File: config.mk
export PLATFORM = sky130hd
export DESIGN_NAME = sdram_reg_bridge
export DESIGN_NICKNAME = d
export VERILOG_FILES = /design/src/rtl/sdram_bridge_pkg.sv /design/src/rtl/sdram_rd_fifo.sv /design/src/rtl/sdram_reg_bridge.sv
export SDC_FILE = /design/constraint.sdc
export NUM_CORES = 1
export LEC_CHECK = 0
export ABC_AREA = 0
export CORE_MARGIN = 2
export CORE_UTILIZATION = 45
export CTS_CLUSTER_DIAMETER = 200
export DETAILED_ROUTE_END_ITERATION = 8
export HOLD_SLACK_MARGIN = 0.15
export PLACE_DENSITY = 0.65
export SYNTH_ARGS = -nofsm -noshare
export SYNTH_HDL_FRONTEND = slang
export SYNTH_SLANG_ARGS = --single-unit
File: constraint.sdc
create_clock -name clk -period 4.8 [get_ports clk]
set_input_delay 0.96 -clock clk [delete_from_list [all_inputs] [get_ports clk]]
set_output_delay 0.96 -clock clk [all_outputs]
set_load 0.01 [all_outputs]
File: src/rtl/sdram_bridge_pkg.sv
// sdram_bridge_pkg: register offsets, CTRL/STATUS bit positions
// and FSM encoding for the SDRAM register bridge.
package sdram_bridge_pkg;

    localparam int OFF_CTRL  = 0;
    localparam int OFF_ALO   = 1;
    localparam int OFF_AHI   = 2;
    localparam int OFF_WDATA = 3;
    localparam int OFF_RDATA = 4;
    localparam int OFF_LEN   = 5;

    localparam int CTRL_START_WR = 0;
    localparam int CTRL_START_RD = 1;
    localparam int CTRL_FIFO_CLR = 2;
    localparam int CTRL_DONE_CLR = 3;
    localparam int CTRL_ERR_CLR  = 4;

    localparam int ST_BUSY  = 0;
    localparam int ST_EMPTY = 1;
    localparam int ST_FULL  = 2;
    localparam int ST_DONE  = 3;
    localparam int ST_ERR   = 4;
    localparam int ST_TMO   = 5;
    localparam int ST_CNT   = 8;

    typedef enum logic [2:0] {
        S_IDLE,
        S_ISSUE,
        S_WAIT_ACK,
        S_WAIT_DONE,
        S_NEXT
    } state_e;

endpackage

File: src/rtl/sdram_rd_fifo.sv
// sdram_rd_fifo: synchronous read-data FIFO with count and clear.
// Clear wins over a same-cycle push or pop.
module sdram_rd_fifo #(
    parameter int DW    = 8,
    parameter int DEPTH = 8
) (
    input  logic                     clk,
    input  logic                     rst_n,
    input  logic                     clr,
    input  logic                     push,
    input  logic [DW-1:0]            wdata,
    input  logic                     pop,
    output logic [DW-1:0]            rdata,
    output logic [$clog2(DEPTH):0]   count,
    output logic                     full,
    output logic                     empty
);

    localparam int AW = $clog2(DEPTH);

    logic [DW-1:0] mem_q [DEPTH];
    logic [AW-1:0] wr_ptr_q, wr_ptr_d;
    logic [AW-1:0] rd_ptr_q, rd_ptr_d;
    logic [AW:0]   count_q, count_d;
    logic          do_push, do_pop;

    assign full  = count_q == (AW+1)'(DEPTH);
    assign empty = count_q == '0;
    assign count = count_q;
    assign rdata = mem_q[rd_ptr_q];

    // pointer and occupancy update
    always_comb begin
        do_push  = push && !full && !clr;
        do_pop   = pop && !empty && !clr;
        wr_ptr_d = wr_ptr_q;
        rd_ptr_d = rd_ptr_q;
        count_d  = count_q;
        if (clr) begin
            wr_ptr_d = '0;
            rd_ptr_d = '0;
            count_d  = '0;
        end else begin
            if (do_push) wr_ptr_d = wr_ptr_q + 1'b1;
            if (do_pop)  rd_ptr_d = rd_ptr_q + 1'b1;
            if (do_push && !do_pop) count_d = count_q + 1'b1;
            if (do_pop && !do_push) count_d = count_q - 1'b1;
        end
    end

    // state registers
    always_ff @(posedge clk or negedge rst_n) begin
        if (!rst_n) begin
            wr_ptr_q <= '0;
            rd_ptr_q <= '0;
            count_q  <= '0;
        end else begin
            wr_ptr_q <= wr_ptr_d;
            rd_ptr_q <= rd_ptr_d;
            count_q  <= count_d;
        end
    end

    // storage
    always_ff @(posedge clk or negedge rst_n) begin
        if (!rst_n) begin
            for (int i = 0; i < DEPTH; i++) mem_q[i] <= '0;
        end else if (do_push) begin
            mem_q[wr_ptr_q] <= wdata;
        end
    end

endmodule

File: src/rtl/sdram_reg_bridge.sv
// sdram_reg_bridge: host register window driving SDRAM bursts.
// Optional wait abort: define SDRAM_BRIDGE_TIMEOUT_EN.
module sdram_reg_bridge
    import sdram_bridge_pkg::*;
#(
    parameter int HOST_DW        = 16,
    parameter int REG_AW         = 5,
    parameter int SD_AW          = 24,
    parameter int SD_DW          = 8,
    parameter int FIFO_DEPTH     = 8,
    parameter int TIMEOUT_CYCLES = 1024
) (
    input  logic               clk,
    input  logic               rst_n,
    input  logic               host_cs_n,
    input  logic               host_we_n,
    input  logic               host_oe_n,
    input  logic [REG_AW-1:0]  host_addr,
    input  logic [HOST_DW-1:0] host_wdata,
    output logic [HOST_DW-1:0] host_rdata,
    output logic [SD_AW-1:0]   sd_addr,
    output logic [SD_DW-1:0]   sd_wr_data,
    output logic               sd_wr_enable,
    output logic               sd_rd_enable,
    input  logic [SD_DW-1:0]   sd_rd_data,
    input  logic               sd_rd_ready,
    input  logic               sd_busy,
    output logic               irq
);

    localparam int CW = $clog2(FIFO_DEPTH) + 1;
    localparam int HW = SD_AW - HOST_DW;

    function automatic logic hit(input logic [REG_AW-1:0] a, input int off);
        return a == REG_AW'(off);
    endfunction

    state_e             state_q, state_d;
    logic [HOST_DW-1:0] addr_lo_q, addr_lo_d;
    logic [HW-1:0]      addr_hi_q, addr_hi_d;
    logic [HOST_DW-1:0] wdata_q, wdata_d;
    logic [7:0]         len_q, len_d;
    logic [SD_AW-1:0]   wa_q, wa_d;
    logic [SD_DW-1:0]   wd_q, wd_d;
    logic [7:0]         beats_q, beats_d;
    logic               rd_op_q, rd_op_d;
    logic               rd_seen_q, rd_seen_d;
    logic               wr_en_q, wr_en_d;
    logic               rd_en_q, rd_en_d;
    logic               done_q, done_d;
    logic               err_q, err_d;
    logic               rd_prev_q, rd_prev_d;
    logic [HOST_DW-1:0] host_rdata_q, host_rdata_d;

    logic               host_wr, host_rd, ctrl_wr;
    logic               start_wr, start_rd, start_ok, start_bad;
    logic               rdata_rd, done_set, tmo_set;
    logic [HOST_DW-1:0] status;

    logic               fifo_push, fifo_pop, fifo_clr;
    logic               fifo_full, fifo_empty;
    logic [SD_DW-1:0]   fifo_rdata;
    logic [CW-1:0]      fifo_count;

`ifdef SDRAM_BRIDGE_TIMEOUT_EN
    localparam int TW = $clog2(TIMEOUT_CYCLES) + 1;
    logic [TW-1:0] cnt_q, cnt_d;
    logic          tmo_q, tmo_d;
`endif

    sdram_rd_fifo #(
        .DW    (SD_DW),
        .DEPTH (FIFO_DEPTH)
    ) u_fifo (
        .clk   (clk),
        .rst_n (rst_n),
        .clr   (fifo_clr),
        .push  (fifo_push),
        .wdata (sd_rd_data),
        .pop   (fifo_pop),
        .rdata (fifo_rdata),
        .count (fifo_count),
        .full  (fifo_full),
        .empty (fifo_empty)
    );

    assign host_wr = !host_cs_n && !host_we_n && host_oe_n;
    assign host_rd = !host_cs_n && host_we_n && !host_oe_n;

    // host decode, register file, read mux and sticky bits
    always_comb begin
        ctrl_wr   = host_wr && hit(host_addr, OFF_CTRL);
        start_wr  = ctrl_wr && host_wdata[CTRL_START_WR];
        start_rd  = ctrl_wr && host_wdata[CTRL_START_RD];
        start_ok  = (start_wr ^ start_rd) && (state_q == S_IDLE);
        start_bad = (start_wr || start_rd) && !start_ok;
        fifo_clr  = ctrl_wr && host_wdata[CTRL_FIFO_CLR];
        rd_prev_d = host_rd && hit(host_addr, OFF_RDATA);
        rdata_rd  = rd_prev_d && !rd_prev_q;
        fifo_pop  = rdata_rd;

        addr_lo_d = addr_lo_q;
        addr_hi_d = addr_hi_q;
        wdata_d   = wdata_q;
        len_d     = len_q;
        if (host_wr && hit(host_addr, OFF_ALO))   addr_lo_d = host_wdata;
        if (host_wr && hit(host_addr, OFF_AHI))   addr_hi_d = host_wdata[HW-1:0];
        if (host_wr && hit(host_addr, OFF_WDATA)) wdata_d = host_wdata;
        if (host_wr && hit(host_addr, OFF_LEN))   len_d = host_wdata[7:0];

        status = '0;
        status[ST_BUSY]  = state_q != S_IDLE;
        status[ST_EMPTY] = fifo_empty;
        status[ST_FULL]  = fifo_full;
        status[ST_DONE]  = done_q;
        status[ST_ERR]   = err_q;
        status[ST_CNT +: CW] = fifo_count;
`ifdef SDRAM_BRIDGE_TIMEOUT_EN
        status[ST_TMO]   = tmo_q;
`endif

        host_rdata_d = '0;
        if (host_rd) begin
            unique case (1'b1)
                hit(host_addr, OFF_CTRL):  host_rdata_d = status;
                hit(host_addr, OFF_ALO):   host_rdata_d = addr_lo_q;
                hit(host_addr, OFF_AHI):   host_rdata_d = HOST_DW'(addr_hi_q);
                hit(host_addr, OFF_WDATA): host_rdata_d = wdata_q;
                hit(host_addr, OFF_LEN):   host_rdata_d = HOST_DW'(len_q);
                hit(host_addr, OFF_RDATA): begin
                    if (rd_prev_q)        host_rdata_d = host_rdata_q;
                    else if (!fifo_empty) host_rdata_d = HOST_DW'(fifo_rdata);
                end
                default:                   host_rdata_d = '0;
            endcase
        end

        done_d = done_q;
        if (ctrl_wr && host_wdata[CTRL_DONE_CLR]) done_d = 1'b0;
        if (done_set) done_d = 1'b1;

        err_d = err_q;
        if (ctrl_wr && host_wdata[CTRL_ERR_CLR]) err_d = 1'b0;
        if (start_bad || (rdata_rd && fifo_empty) || tmo_set) err_d = 1'b1;

`ifdef SDRAM_BRIDGE_TIMEOUT_EN
        tmo_d = tmo_q;
        if (ctrl_wr && host_wdata[CTRL_ERR_CLR]) tmo_d = 1'b0;
        if (tmo_set) tmo_d = 1'b1;
`endif
    end

    // burst sequencer: next state, beat bookkeeping, enables
    always_comb begin
        state_d   = state_q;
        wa_d      = wa_q;
        wd_d      = wd_q;
        beats_d   = beats_q;
        rd_op_d   = rd_op_q;
        rd_seen_d = rd_seen_q;
        wr_en_d   = 1'b0;
        rd_en_d   = 1'b0;
        done_set  = 1'b0;
        tmo_set   = 1'b0;
        fifo_push = 1'b0;
`ifdef SDRAM_BRIDGE_TIMEOUT_EN
        cnt_d     = '0;
`endif
        unique case (state_q)
            S_IDLE: begin
                if (start_ok) begin
                    wa_d    = {addr_hi_q, addr_lo_q};
                    wd_d    = wdata_q[SD_DW-1:0];
                    beats_d = len_q;
                    rd_op_d = start_rd;
                    state_d = S_ISSUE;
                end
            end
            S_ISSUE: begin
                if (!sd_busy && !(rd_op_q && fifo_full)) begin
                    wr_en_d   = !rd_op_q;
                    rd_en_d   = rd_op_q;
                    rd_seen_d = 1'b0;
                    state_d   = S_WAIT_ACK;
                end
            end
            S_WAIT_ACK, S_WAIT_DONE: begin
                if (rd_op_q && sd_rd_ready && !rd_seen_q) begin
                    fifo_push = 1'b1;
                    rd_seen_d = 1'b1;
                end
                if (state_q == S_WAIT_ACK) begin
                    if (sd_busy) state_d = S_WAIT_DONE;
                end else if (!sd_busy &&
                             (!rd_op_q || rd_seen_q || sd_rd_ready)) begin
                    state_d = S_NEXT;
                end
`ifdef SDRAM_BRIDGE_TIMEOUT_EN
                cnt_d = cnt_q + 1'b1;
                if (state_d != S_NEXT &&
                    cnt_q == TW'(TIMEOUT_CYCLES - 1)) begin
                    tmo_set = 1'b1;
                    state_d = S_IDLE;
                end
`endif
            end
            S_NEXT: begin
                if (beats_q != '0) begin
                    beats_d = beats_q - 1'b1;
                    wa_d    = wa_q + 1'b1;
                    state_d = S_ISSUE;
                end else begin
                    done_set = 1'b1;
                    state_d  = S_IDLE;
                end
            end
            default: state_d = S_IDLE;
        endcase
    end

    // state registers
    always_ff @(posedge clk or negedge rst_n) begin
        if (!rst_n) begin
            state_q      <= S_IDLE;
            addr_lo_q    <= '0;
            addr_hi_q    <= '0;
            wdata_q      <= '0;
            len_q        <= '0;
            wa_q         <= '0;
            wd_q         <= '0;
            beats_q      <= '0;
            rd_op_q      <= 1'b0;
            rd_seen_q    <= 1'b0;
            wr_en_q      <= 1'b0;
            rd_en_q      <= 1'b0;
            done_q       <= 1'b0;
            err_q        <= 1'b0;
            rd_prev_q    <= 1'b0;
            host_rdata_q <= '0;
        end else begin
            state_q      <= state_d;
            addr_lo_q    <= addr_lo_d;
            addr_hi_q    <= addr_hi_d;
            wdata_q      <= wdata_d;
            len_q        <= len_d;
            wa_q         <= wa_d;
            wd_q         <= wd_d;
            beats_q      <= beats_d;
            rd_op_q      <= rd_op_d;
            rd_seen_q    <= rd_seen_d;
            wr_en_q      <= wr_en_d;
            rd_en_q      <= rd_en_d;
            done_q       <= done_d;
            err_q        <= err_d;
            rd_prev_q    <= rd_prev_d;
            host_rdata_q <= host_rdata_d;
        end
    end

`ifdef SDRAM_BRIDGE_TIMEOUT_EN
    // wait-time counter and timeout sticky bit
    always_ff @(posedge clk or negedge rst_n) begin
        if (!rst_n) begin
            cnt_q <= '0;
            tmo_q <= 1'b0;
        end else begin
            cnt_q <= cnt_d;
            tmo_q <= tmo_d;
        end
    end
`endif

    assign host_rdata   = host_rdata_q;
    assign sd_addr      = wa_q;
    assign sd_wr_data   = wd_q;
    assign sd_wr_enable = wr_en_q;
    assign sd_rd_enable = rd_en_q;
    assign irq          = done_q | err_q;

endmodule

# After elaboration in Yosys (flattened, before gate mapping)

Index checks and enable logic that the tools add are counted.

Flip-flop bits (word level): 188
Bits in latches: 0
Bits in writable memories: 0
Memory bits (read-only): 0
Input port bits: 36
Output and inout port bits: 51
Word-level logic and storage cells: 168
Memories kept: 0

Add/sub/neg operators: 6
$mul: 0
Div/mod/pow operators: 0
$lt $le $gt $ge: 3
Eq/ne operators: 17
Shift-type cells: 0
Muxes and demuxes: 45
Bitwise logic cells: 4
Reduce and logical (&&, ||, !) cells: 66

Operator list:

| operator                | number |
|---|---|
| $pmux W16 S6            | 1 |
| $bwmux W64              | 1 |
| $mux W24                | 2 |
| $mux W8                 | 6 |
| $pmux W24 S2            | 1 |
| $mux W16                | 2 |
| $logic_and A1 B1 Y1     | 31 |
| $mux W3                 | 9 |
| $add A24 B1 Y24 const B | 1 |
| $bmux W8 S3             | 1 |
| $demux W8 S3            | 1 |
| $pmux W8 S2             | 1 |
| $mux W1                 | 15 |
| $logic_not A1 Y1        | 14 |
| $mux W4                 | 3 |
| $pmux W3 S4             | 1 |
| $reduce_bool A2 Y1      | 6 |
| $eq A5 B2 Y1 const B    | 2 |
| $eq A5 B3 Y1 const B    | 2 |
| $ne A3 B3 Y1 const B    | 3 |
| $ge A4 B4 Y1 const B    | 2 |
| $ne A2 B2 Y1 const B    | 4 |
| $not A3 Y4              | 2 |
| $reduce_bool A8 Y1      | 1 |
| 22 further kinds        | 29 |

# Longest topological paths before layout

Gate-level depths: netlist (run 1).

Depth in word-level cells: 12
Gate-level depth with buffers: 12
Mapped depth without buffers: 9

# Modules after synthesis

From an unflattened synthesis (run 1), not the netlist that was laid out.

Cells, all modules: 779
Area, all modules: 9461.6 µm²

Modules (own cells, without submodules):

| module           | times used | cells an instance | area each (µm²) | seq. area each (µm²) |
|---|---|---|---|---|
| sdram_reg_bridge | 1          | 542               | 5834.3          | 2852.7 |
| sdram_rd_fifo    | 1          | 237               | 3627.2          | 1851.8 |

# Least setup slack after synthesis (run 1)

OpenSTA, ideal clock, no wires.

Path type: input -> register
From: in host_addr[1]
To: reg u_fifo.count_q[3], in the netlist u_fifo.count[3]
Library setup time: 79 ps
Arrival time: 3441 ps
Data required time: 4721 ps
Setup slack: 1280 ps
Stages on the path: 10
Path buffers: 2
Cell sequence: buf_6 > or4_1 > or4_1 > buf_2 > nor2_1 > ha_1 > o21ai_0 > or4b_4 > o21ai_2 > mux2i_1

Word-level cells in the longest chain between the ends: 9
Elaborated cells between the ends (all ways): 17
Those cells by class: eq/ne (1); mux (2); reduce/logical (14)

RTL lines:

| element              | RTL line                                 | RTL |
|---|---|---|
| from (decl)          | sdram_reg_bridge.sv:18                   | `input logic [REG_AW-1:0] host_addr,` |
| $logic_not A5 Y1     | sdram_reg_bridge.sv:35                   | `return a == REG_AW'(off);` |
| $logic_and A1 B1 Y1  | sdram_reg_bridge.sv:92                   | `ctrl_wr = host_wr && hit(host_addr, OFF_CTRL);` |
| $logic_and A1 B1 Y1  | sdram_reg_bridge.sv:97                   | `fifo_clr = ctrl_wr && host_wdata[CTRL_FIFO_CLR];` |
| $logic_not A1 Y1     | sdram_rd_fifo.sv:34, sdram_rd_fifo.sv:35 |  |
| $logic_and A1 B1 Y1  | sdram_rd_fifo.sv:34                      | `do_push = push && !full && !clr;` |
| $logic_not A1 Y1     | sdram_rd_fifo.sv:47                      | `if (do_pop && !do_push) count_d = count_q - 1'b1;` |
| $logic_and A1 B1 Y1  | sdram_rd_fifo.sv:47                      |  |
| $mux W4              | sdram_rd_fifo.sv:47                      |  |
| $mux W4              | sdram_rd_fifo.sv:39                      | `if (clr) begin` |
| to (signal assigned) | sdram_rd_fifo.sv:60                      | `count_q <= count_d;` |
| to (decl)            | sdram_rd_fifo.sv:24                      | `logic [AW:0] count_q, count_d;` |

Parallel ways exist; a longest one is shown, timed or not.
A chain may end at the register's enable or synchronous reset.

# Worst setup path in the final report (run 1)

From: in host_addr[2]
To: reg u_fifo.count_q[3], in the netlist u_fifo.count[3]

The elaborated chain is that of the path after synthesis.

==> metrics.md, run 1 <==
| Metric | Value |
|---|---|
| CTS Root Cell | clkbuf_16 |
| FF+latch area | around 0.0047 mm² |
| Hold/Removal Path Class | reg2reg |
| Maximum vdd drop | 0.2848 mV |
| Number of synthesized flops with an enable pin | 0 |
| Vias in the first global route | about 7000 |
| Post-synthesis sequential area ratio | 51.45% |
| Worst R2R End | u_fifo.count[3] |
| Post-synth ARST share | 100.0% |
| # Post-CTS Setup Buffers | 0 |
| Post-route setup TNS | 0 ns |
| Die X | 146.5 µm |
| # setup viols final | 0 |
| Die area | approximately 0.021 mm² |
| P_leak | 4.678 nW |
| Clock Sinks | approximately 190 |
| Vias per cell | just under 6 |
| Hold Violations, Final | 0 |
| Detailed-router iteration count before antenna repair | 5 |
| WP buf/inv | 2 |
| Crit start category | input port |
| Slowest Stage Delay on Critical Path | between 0.5 and 0.6 ns |
| Power per Cell Area | about 470 mW/mm² |
| Post-DP HPWL | 16.42 mm |
| Core region area | about 0.02 mm² |
| GRT Total Usage | 23.11% |
| Multi-input gate area | 0.004215 mm² |
| Worst EP required | slightly above 5 ns |
| Die Y | approximately 150 µm |
| TritonCTS clock tree | built |
| WL per Instance | between 20 and 25 µm |
| CTS Buffer Depth | 2 |
| CP top delay family | simple AND/OR/NAND/NOR gates |
| FILL cells | 1663 |
| Worst-path clk slew | around 0.070 ns |
| WL final | 23.67 mm |
| Yosys warns | 0 |
| Flop-to-flop setup slack | 1.60 ns |
| Synth Net Count | between 800 and 900 |
| Slew headroom | between 20% and 30% |
| Max Freq | ~270 MHz |
| Flops & latches, synth | 188 |
| Slowest cell on the critical path | clkdlybuf4s50_1 |
| Nets | 887 |
| Worst-Skew Late Latency | approximately 0.44 ns |
| Worst Reg-to-Reg Cells | 9 |
| Global route overflow | 0 |
| Crit end category | flip-flop |
| DR vias | ~6700 |
| Cts repair resizes | 0 |
| RSZ-0062 raised after global routing | false |
| CP Depth | 10 |
| PortBufs | 86 |
| DR DRC count | 0 |
| 1st-iter DRT viols | just over 500 |
| Crit-path cells | clkdlybuf4s50_1 -> or4bb_1 -> or4_1 -> buf_4 -> nor2_1 -> ha_1 -> o21ai_0 -> or4b_4 -> o21ai_2 -> mux2i_1 |
| Post-DRT Antenna Nets | 0 |
| Ant diodes | 0 |
| Num CTS Buffers | 17 |
| Initial antenna violation count | 0 |
| Initial core utilization | between 40% and 50% |
| Setup Skew | approximately 0.008 ns |
| Post-Synthesis Cells | roughly 770 |
| Synth Flop Type | dfrtp_1 |
| H-tree levels | 4 |
| CP startpoint | host_addr[2] |
| Hold-fix buffer count after cts | 0 |
| Worst slew pin tran | around 1.2 ns |
| First-pass GRT wire length | between 30 and 40 mm |
| Largest net degree at the start of global routing | 106 |
| Avg Inst Size Synth | around 12 µm² |
| Final worst-path cycle share | 77.72% |
| FF-to-FF Start | u_fifo.count[1] |
| RD Place Congestion | about 0.8 |
| Pins Over Slew Limit | 0 |
| CP Max Fanout | 17 |
| Layout area overhead | 19.55% |
| Synthesized area | 0.009144 mm² |
| Status | finished, final reports clean |
| Max-Cap Viols | 0 |
| Number of core rows | between 50 and 60 |
| Tmin final | 3.731 ns |
| Layout cells sized above 1 | between 20% and 30% |
| Worst Setup EP | u_fifo.count[3] |
| Critical Path AT | approximately 4.1 ns |
| Worst Setup Path Type | in2reg |
| Cell variety after synth | 61 |
| I/O pins | 87 |
| Tot Pwr | 5.191 mW |
| Fin util | between 50% and 60% |
==> synthesized netlist by cell type (4+ instances only) <==
library cell  number  area share (%)
xnor2_1            4            0.38
inv_1             16            0.66
nor2_1            43             1.8
o32ai_1            4            0.38
o22ai_1            8            0.55
nand3_1           26             1.4
a21oi_1           39             2.1
clkbuf_1          34             1.4
a31oi_1            5            0.34
o21ai_0           48             2.6
nor3_1            12            0.66
mux2_2           123              15
nand3b_1           6            0.49
mux2i_1           21             2.3
mux4_2            21             5.2
a22o_1             8            0.77
and2_1             5            0.34
dfrtp_1          188              51
or3_1              6            0.41
ha_1               8             1.1
nand4_1            7            0.48
a211o_1            4            0.38
a22oi_1           11            0.90
and3_1             6            0.41
a2bb2oi_1          6            0.57
nand2_1           38             1.6
nor4_1             7            0.48
and4_1             4            0.38
or4_1              7            0.57
buf_1              6            0.25
==> through the flow <==
stage,worst slack [ns],hold WS (ns),cell area (µm²),std cells
after detailed placement,0.6314,0.4783,10300,1094
after floorplan,1.280,0.4507,9144,767
after global placement,0.7615,0.4682,10300,1094
after CTS,1.100,0.4932,10930,1126
final,1.069,0.4871,10930,1126
after global routing,0.9974,0.5186,10930,1126
==> registers in the layout (all words and copies together) (netlist names) <==
register	cells
sd_addr	24
addr_lo_q	16
len_q	8
rd_prev_q	1
u_fifo.rd_ptr_q	3
rd_seen_q	1
u_fifo.wr_ptr_q	3
u_fifo.mem_q	64
state_q	3
host_rdata	16
sd_wr_data	8
done_q	1
rd_op_q	1
u_fifo.count	4
sd_rd_enable	1
err_q	1
beats_q	8
addr_hi_q	8
sd_wr_enable	1
wdata_q	16
==> layout make-up <==
class	count	area share, %
flip-flops and latches	188	43.04
multi-input cells	519	38.56
repair buffers	101	9.031
clock buffers	22	4.246
well taps	270	3.090
clock inverters	10	1.488
inverters	16	0.5494
==> layout by cell type (no fill, tap or decap), types with 16 or more instances in the layout <==
master           count
a21oi_1             39
clkbuf_16           17
clkdlybuf4s50_1     85
dfrtp_1            188
inv_1               16
mux2_2             123
mux2i_1             21
mux4_2              21
nand2_1             38
nand3_1             26
nor2_1              43
o21ai_0             48
==> cells by family (layout without fill, tap and decap cells) <==
family | count (synthesis) | count (layout) | share of synthesized area (%)
adders and majority gates | 8 | 8 | 1.095
DFF | 188 | 188 | 51.45
xor gates and xnor gates | 6 | 6 | 0.5747
buffers and inverters | 60 | 149 | 2.586
and+or+nand+nor | 189 | 189 | 11.34
muxes | 165 | 165 | 22.62
AOI/OAI and AO/OA | 151 | 151 | 10.33
==> metal layers <==
| layer | track usage [%] | vias to the layer above | wire length (µm) |
|---|---|---|---|
| met2 | 38.21 | 215 | 11710 |
| li1 | - | 3026 | - |
| met1 | 30.37 | 3430 | 10260 |
| met3 | 4.938 | 44 | 1084 |
| met4 | 8.058 | 0 | 611 |
| met5 | 0 | - | 0 |
==> power breakdown <==
part / leakage, nW / switching [mW] / internal [mW]
Sequential: 2.48 / 0.417 / 1.97
Clock: 0.301 / 0.606 / 0.901
Combinational: 1.89 / 0.563 / 0.733
Total: 4.68 / 1.59 / 3.61
==> worst register-to-register path, cell delays in order, from the launching register on <==
cell     delay [ns]
dfrtp_1        0.53
nor4b_2        0.89
nor4b_4        0.10
buf_4          0.23
nor2_1         0.22
ha_1           0.32
o21ai_0        0.08
or4b_4         0.47
o21ai_2        0.08
mux2i_1        0.21
==> worst min-delay path by stage <==
stage	to	slack (ns)	from	depth (start not counted)
6_report	host_rdata[14]	0.49	host_rdata[14]	2
5_1_grt	u_fifo.mem_q[47]	0.52	u_fifo.mem_q[47]	1
4_1_cts	host_rdata[15]	0.49	host_rdata[15]	2
3_5_place_dp	host_rdata[15]	0.48	host_rdata[15]	2
3_3_place_gp	beats_q[7]	0.47	beats_q[7]	2
2_1_floorplan	beats_q[7]	0.45	beats_q[7]	2
Note: power is estimated with default switching activity, not from simulation.
==> inputs of run 2 (changes only) <==
- PLACE_DENSITY: 0.65 -> 0.68
- clock period: 4.8 -> 3.4 ns (I/O delays scaled with it)
==> run 2 against run 1 <==
Worst hold slack worse by 0.16 ns. Clock-buffer cell count is 3 lower. Design area up 1.9%. Critical path type unchanged. Critical endpoint unchanged. Largest power group unchanged.
==> metrics.md, run 2 (synthesis gave the netlist of run 1 again) <==
| Metric | Value |
|---|---|
| CTS Buffer Depth | 2 (unchanged) |
| Worst-path clk slew | 0.07 ns (about the same) |
| WL per Instance | 18.98 µm (-9.7%) |
| Slowest cell on the critical path | or4_1 |
| I/O pins | 87 (unchanged) |
| Core region area | 0.02010 mm² (unchanged) |
| Worst EP required | 3.75 ns (-1.41 ns) |
| Vias in the first global route | 6507 (-5.8%) |
| DR DRC count | 0 (unchanged) |
| Power per Cell Area | 645.3 mW/mm² (+36%) |
| Largest net degree at the start of global routing | 92 (-13%) |
| # Post-CTS Setup Buffers | 0 (unchanged) |
| Status | finished, final reports clean |
| Die Y | 146.5 µm (unchanged) |
| Hold-fix buffer count after cts | 0 (unchanged) |
| TritonCTS clock tree | built |
| Setup ws final | 0.2578 ns (-0.8116 ns) |
| CP top delay family | simple AND/OR/NAND/NOR gates |
| FILL cells | 1695 (+1.9%) |
| Number of flip-flops in the largest register | 64 (unchanged) |
| Post-DP HPWL | 15.64 mm (-4.7%) |
| Worst slew pin tran | 1.048 ns (-0.1158 ns) |
| Detailed-router iteration count before antenna repair | 5 (unchanged) |
| Post-DRT Antenna Nets | 0 (unchanged) |
| Post-route setup TNS | 0 ns (unchanged) |
| RSZ-0062 raised after global routing | false |
| Max-Cap Viols | 0 (unchanged) |
| Layout area overhead | 21.80% |
| 1st-iter DRT viols | 347 (-33%) |
| Cts repair resizes | 0 (unchanged) |
| CP Max Fanout | 2 (-15) |
| PortBufs | 86 (unchanged) |
| First-pass GRT wire length | 36.00 mm (-6.6%) |
| Crit start category | input port |
| RD Place Congestion | 0.8230 (+3.8%) |
| Layout cells sized above 1 | 26.38% (+2.9 points) |
| Max Freq | 318.3 MHz |
| DP Worst Slack | -0.1735 ns (-0.8049 ns) |
| WL final | 21.96 mm (-7.2%) |
| Worst Setup Path Type | in2reg |
| Final worst-path cycle share | 92.42% |
| Worst-Skew Late Latency | 0.43 ns (about the same) |
| P_leak | 4.818 nW (+3.0%) |
| Crit end category | flip-flop |
| Slew headroom | 29.50% (+7.1 points) |
| Crit-path cells | clkdlybuf4s50_1 -> or4_1 -> or4_1 -> nor2_1 -> ha_1 -> o21ai_0 -> or4b_4 -> o21ai_2 -> mux2i_1 |
| Maximum vdd drop | 0.3851 mV (+35%) |
| Biggest register | u_fifo.mem_q |
| # setup viols final | 0 (unchanged) |
| Commonest non-fill, non-tap cells in the layout | dfrtp_1, mux2_2, clkdlybuf4s50_1, o21ai_0, buf_4 |
| CTS Root Cell | clkbuf_16 |
| Slowest Stage Delay on Critical Path | 0.53 ns (-0.03 ns) |
| Number of core rows | 52 (unchanged) |
| Initial antenna violation count | 0 (unchanged) |
| Critical Path AT | 3.50 ns (-0.59 ns) |
| Ant diodes | 0 (unchanged) |
| DR vias | 6626 (-1.3%) |
| GRT Total Usage | 21.32% (-1.8 points) |
| Num CTS Buffers | 17 (unchanged) |
| Hold/Removal Path Class | in2async |
| Tmin final | 3.142 ns |
| Most common cell after layout, fill and taps aside | dfrtp_1 |
| WP buf/inv | 1 (-1) |
| Global route overflow | 0 (unchanged) |
| Hold Violations, Final | 0 (unchanged) |
| Initial core utilization | 45.48% (unchanged) |
| Nets | 918 (+3.5%) |
| Die X | 146.5 µm (unchanged) |
| Clock Sinks | 188 (unchanged) |
| Most used cell, CP | or4_1 |
| Pins Over Slew Limit | 0 (unchanged) |
| Die area | 0.02148 mm² (unchanged) |
| Setup Skew | 0.009737 ns (+0.001522 ns) |
| H-tree levels | 4 (unchanged) |
| Vias per cell | 5.727 (-4.0%) |
## run 2: changes by cell type in the layout (fill, tap and decap cells not counted), sizes merged
| cell | delta |
|---|---|
| buf | +30 |
| bufinv | -2 |
| clkbuf | -2 |
| clkinv | +2 |
| clkinvlp | +1 |
| inv | +2 |
## run 2: final cells by class
cell class              count  area, µm²  share of cell area, %
well taps                 270      337.8                  3.033
flip-flops and latches    188       4705                  42.24
repair buffers            132       1235                  11.09
clock inverters            13      141.4                  1.270
inverters                  16      60.06                 0.5393
multi-input cells         519       4215                  37.85
clock buffers              19      442.9                  3.977
## run 2: path summary, 6_finish.rpt
kind / from / endpoint / slack (ns) / cells after the start
worst max register to register: u_fifo.count[1] / u_fifo.count[3] / 0.79 / 9
worst min register to register: host_rdata[14] / host_rdata[14] / 0.49 / 2
min in group clk: host_rdata[14] / host_rdata[14] / 0.49 / 2
worst min-delay path: rst_n / sd_rd_enable / 0.32 / 1
max in group asynchronous: rst_n / u_fifo.mem_q[60] / 2.24 / 2
worst max-delay path: host_addr[0] / u_fifo.count[3] / 0.26 / 9
## run 2: per-layer routing
| layer | global-route usage [%] | routed length, µm | up-vias |
|---|---|---|---|
| met2 | 34.32 | 10640 | 176 |
| met5 | 0 | 0 | - |
| li1 | - | - | 3089 |
| met4 | 5.049 | 285 | 0 |
| met3 | 3.656 | 912 | 15 |
| met1 | 30.46 | 10130 | 3346 |
## run 2: metrics by stage
step / hold slack (ns) / cells / power, mW / instance area [µm²] / utilization, %
after CTS: 0.3550 / 1157 / 7.229 / 11140 / 55.40
after detailed placement: 0.4790 / 1125 / 5.240 / 10550 / 52.49
after global routing: 0.3746 / 1157 / 7.608 / 11140 / 55.40
after floorplan: 0.3844 / 767 / 4.425 / 9144 / -
final: 0.3221 / 1157 / 7.186 / 11140 / 55.40
after global placement: 0.4734 / 1125 / 5.168 / 10550 / 52.49
## run 2: where the power goes
part | internal (mW) | leakage [nW] | switching, mW
combinational | 1.06 | 2.05 | 0.784
clock | 1.11 | 0.280 | 0.882
sequential | 2.78 | 2.48 | 0.564
==> inputs of run 3 (changes only) <==
- CTS_BUF_LIST: default -> sky130_fd_sc_hd__clkbuf_2 sky130_fd_sc_hd__clkbuf_4 sky130_fd_sc_hd__clkbuf_8
==> run 3 against run 2 <==
Sequential share of layout area rose by 0.72 points. Flip-flop and latch count unchanged. Clock power fell by 24%. Maximum frequency rose by 1.4%. Critical path type unchanged. Final cell count unchanged.
==> metrics.md, run 3 (synthesis gave the netlist of run 1 again) <==
| Metric | Value |
|---|---|
| Initial antenna violation count | 0 (unchanged) |
| Max Freq | 322.6 MHz (+1.4%) |
| Hold-fix buffer count after cts | 0 (unchanged) |
| # Post-CTS Setup Buffers | 0 (unchanged) |
| Worst-Skew Late Latency | 0.47 ns (+0.04 ns) |
| Final worst-path cycle share | 91.18% (-1.2 points) |
| Global route overflow | 0 (unchanged) |
| DP Area | 0.01055 mm² (unchanged) |
| Detailed-router iteration count before antenna repair | 5 (unchanged) |
| PortBufs | 86 (unchanged) |
| DR vias | 6619 (-0.11%) |
| H-tree levels | 4 (unchanged) |
| Die Y | 146.5 µm (unchanged) |
| Die area | 0.02148 mm² (unchanged) |
| Die X | 146.5 µm (unchanged) |
| Num CTS Buffers | 17 (unchanged) |
| TritonCTS clock tree | built |
| Final Cell Area | 0.01095 mm² (-1.7%) |
| Tot Pwr | 6.696 mW (-6.8%) |
| Post-DP HPWL | 15.64 mm (unchanged) |
| Fin util | 54.46% (-0.93 points) |
| Worst Setup Path Type | in2reg |
| Hold WS | 0.2873 ns (-0.03474 ns) |
| Nets | 918 (unchanged) |
| FF-to-FF Start | u_fifo.count[1] |
| WL per Instance | 18.89 µm (-0.52%) |
| Cts repair resizes | 0 (unchanged) |
| Largest net degree at the start of global routing | 92 (unchanged) |
| Layout cells sized above 1 | 26.49% (+0.11 points) |
| Worst-path clk slew | 0.09 ns (+0.02 ns) |
| Vias per cell | 5.721 (-0.11%) |
| CTS Root Cell | clkbuf_8 |
| Max-Cap Viols | 0 (unchanged) |
| Post-route setup TNS | 0 ns (unchanged) |
| Worst Reg-to-Reg Cells | 9 (unchanged) |
| Biggest register | u_fifo.mem_q |
| Setup Skew | 0.01318 ns (+0.003441 ns) |
| Crit end category | flip-flop |
| CTS Buffer Depth | 2 (unchanged) |
| Number of core rows | 52 (unchanged) |
| Setup ws final | 0.3000 ns (+0.04218 ns) |
| Power per Cell Area | 611.5 mW/mm² (-5.2%) |
| Status | finished, final reports clean |
| Clock Sinks | 188 (unchanged) |
| RSZ-0062 raised after global routing | false |
| Hold Violations, Final | 0 (unchanged) |
| CP Max Fanout | 2 (unchanged) |
| Non-Filler Instances | 1157 (unchanged) |
| # setup viols final | 0 (unchanged) |
| P_leak | 4.735 nW (-1.7%) |
| Worst R2R End | u_fifo.count[3] |
| Layout area overhead | 19.75% |
| Placed Cells | 1125 (unchanged) |
| WL final | 21.85 mm (-0.52%) |
| Vias in the first global route | 6505 (-0.031%) |
| Initial core utilization | 45.48% (unchanged) |
| Worst slew pin tran | 1.045 ns (-0.003003 ns) |
| Flop-to-flop setup slack | 0.76 ns (-0.03 ns) |
| DR DRC count | 0 (unchanged) |
| I/O pins | 87 (unchanged) |
| Number of flip-flops in the largest register | 64 (unchanged) |
| Ant diodes | 0 (unchanged) |
| Core region area | 0.02010 mm² (unchanged) |
| 1st-iter DRT viols | 368 (+6.1%) |
| Critical Path AT | 3.49 ns (about the same) |
| Commonest non-fill, non-tap cells in the layout | dfrtp_1, mux2_2, clkdlybuf4s50_1, o21ai_0, buf_4 |
| Worst EP required | 3.79 ns (+0.04 ns) |
| Hold/Removal Path Class | in2async |
| Tmin final | 3.100 ns (-0.04218 ns) |
| Maximum vdd drop | 0.5004 mV (+30%) |
| Post-DRT Antenna Nets | 0 (unchanged) |
| Most common cell after layout, fill and taps aside | dfrtp_1 |
| First-pass GRT wire length | 36.01 mm (about the same) |
| Slew headroom | 29.70% (+0.20 points) |
| DP Worst Slack | -0.1735 ns (unchanged) |
| Crit start category | input port |
| Pins Over Slew Limit | 0 (unchanged) |
| GRT Total Usage | 21.41% (+0.091 points) |
| RD Place Congestion | 0.8230 (unchanged) |
-- run 3: cell counts in the layout (fill, tap and decap cells not counted) --
Identical to the previous run, type by type.
-- run 3: layout make-up --
class	instances	area (µm²)
Fill cell	1724	9155
Timing Repair Buffer	132	1235
Clock buffer	19	255.2
Tap cell	270	337.8
Multi-Input combinational cell	519	4215
Sequential cell	188	4705
Inverter	16	60.06
Clock inverter	13	141.4
-- run 3: report_power, final --
group          switching (mW)  internal (mW)  total [mW]  leakage [nW]
Sequential              0.562           2.78        3.34          2.48
Combinational           0.783           1.06        1.85          2.05
Clock                   0.822          0.686        1.51         0.196
-- run 3: layer usage --
metal,up-vias,share of wire [%],GRT usage (%)
li1,3087,-,-
met1,3363,47,30.39
met2,154,49,34.58
met3,15,3.9,4.156
met4,0,1.0,4.563
met5,-,0,0
-- run 3: critical path, stage by stage --
cell             delay [ns]
clkdlybuf4s50_1        0.50
or4_1                  0.52
or4_1                  0.53
nor2_1                 0.19
ha_1                   0.27
o21ai_0                0.07
or4b_4                 0.48
o21ai_2                0.07
mux2i_1                0.18
-- run 3: worst max-delay path by stage --
stage,start,endpoint,slack (ns),depth (start not counted)
floorplan,host_addr[1],u_fifo.count[3],0.16,10
detailed placement,host_addr[0],u_fifo.count[3],-0.17,9
CTS,host_addr[0],u_fifo.count[3],0.32,9
global route,host_addr[0],u_fifo.count[3],0.19,9
global placement,host_addr[0],u_fifo.count[3],-0.18,9
finish,host_addr[0],u_fifo.count[3],0.30,9
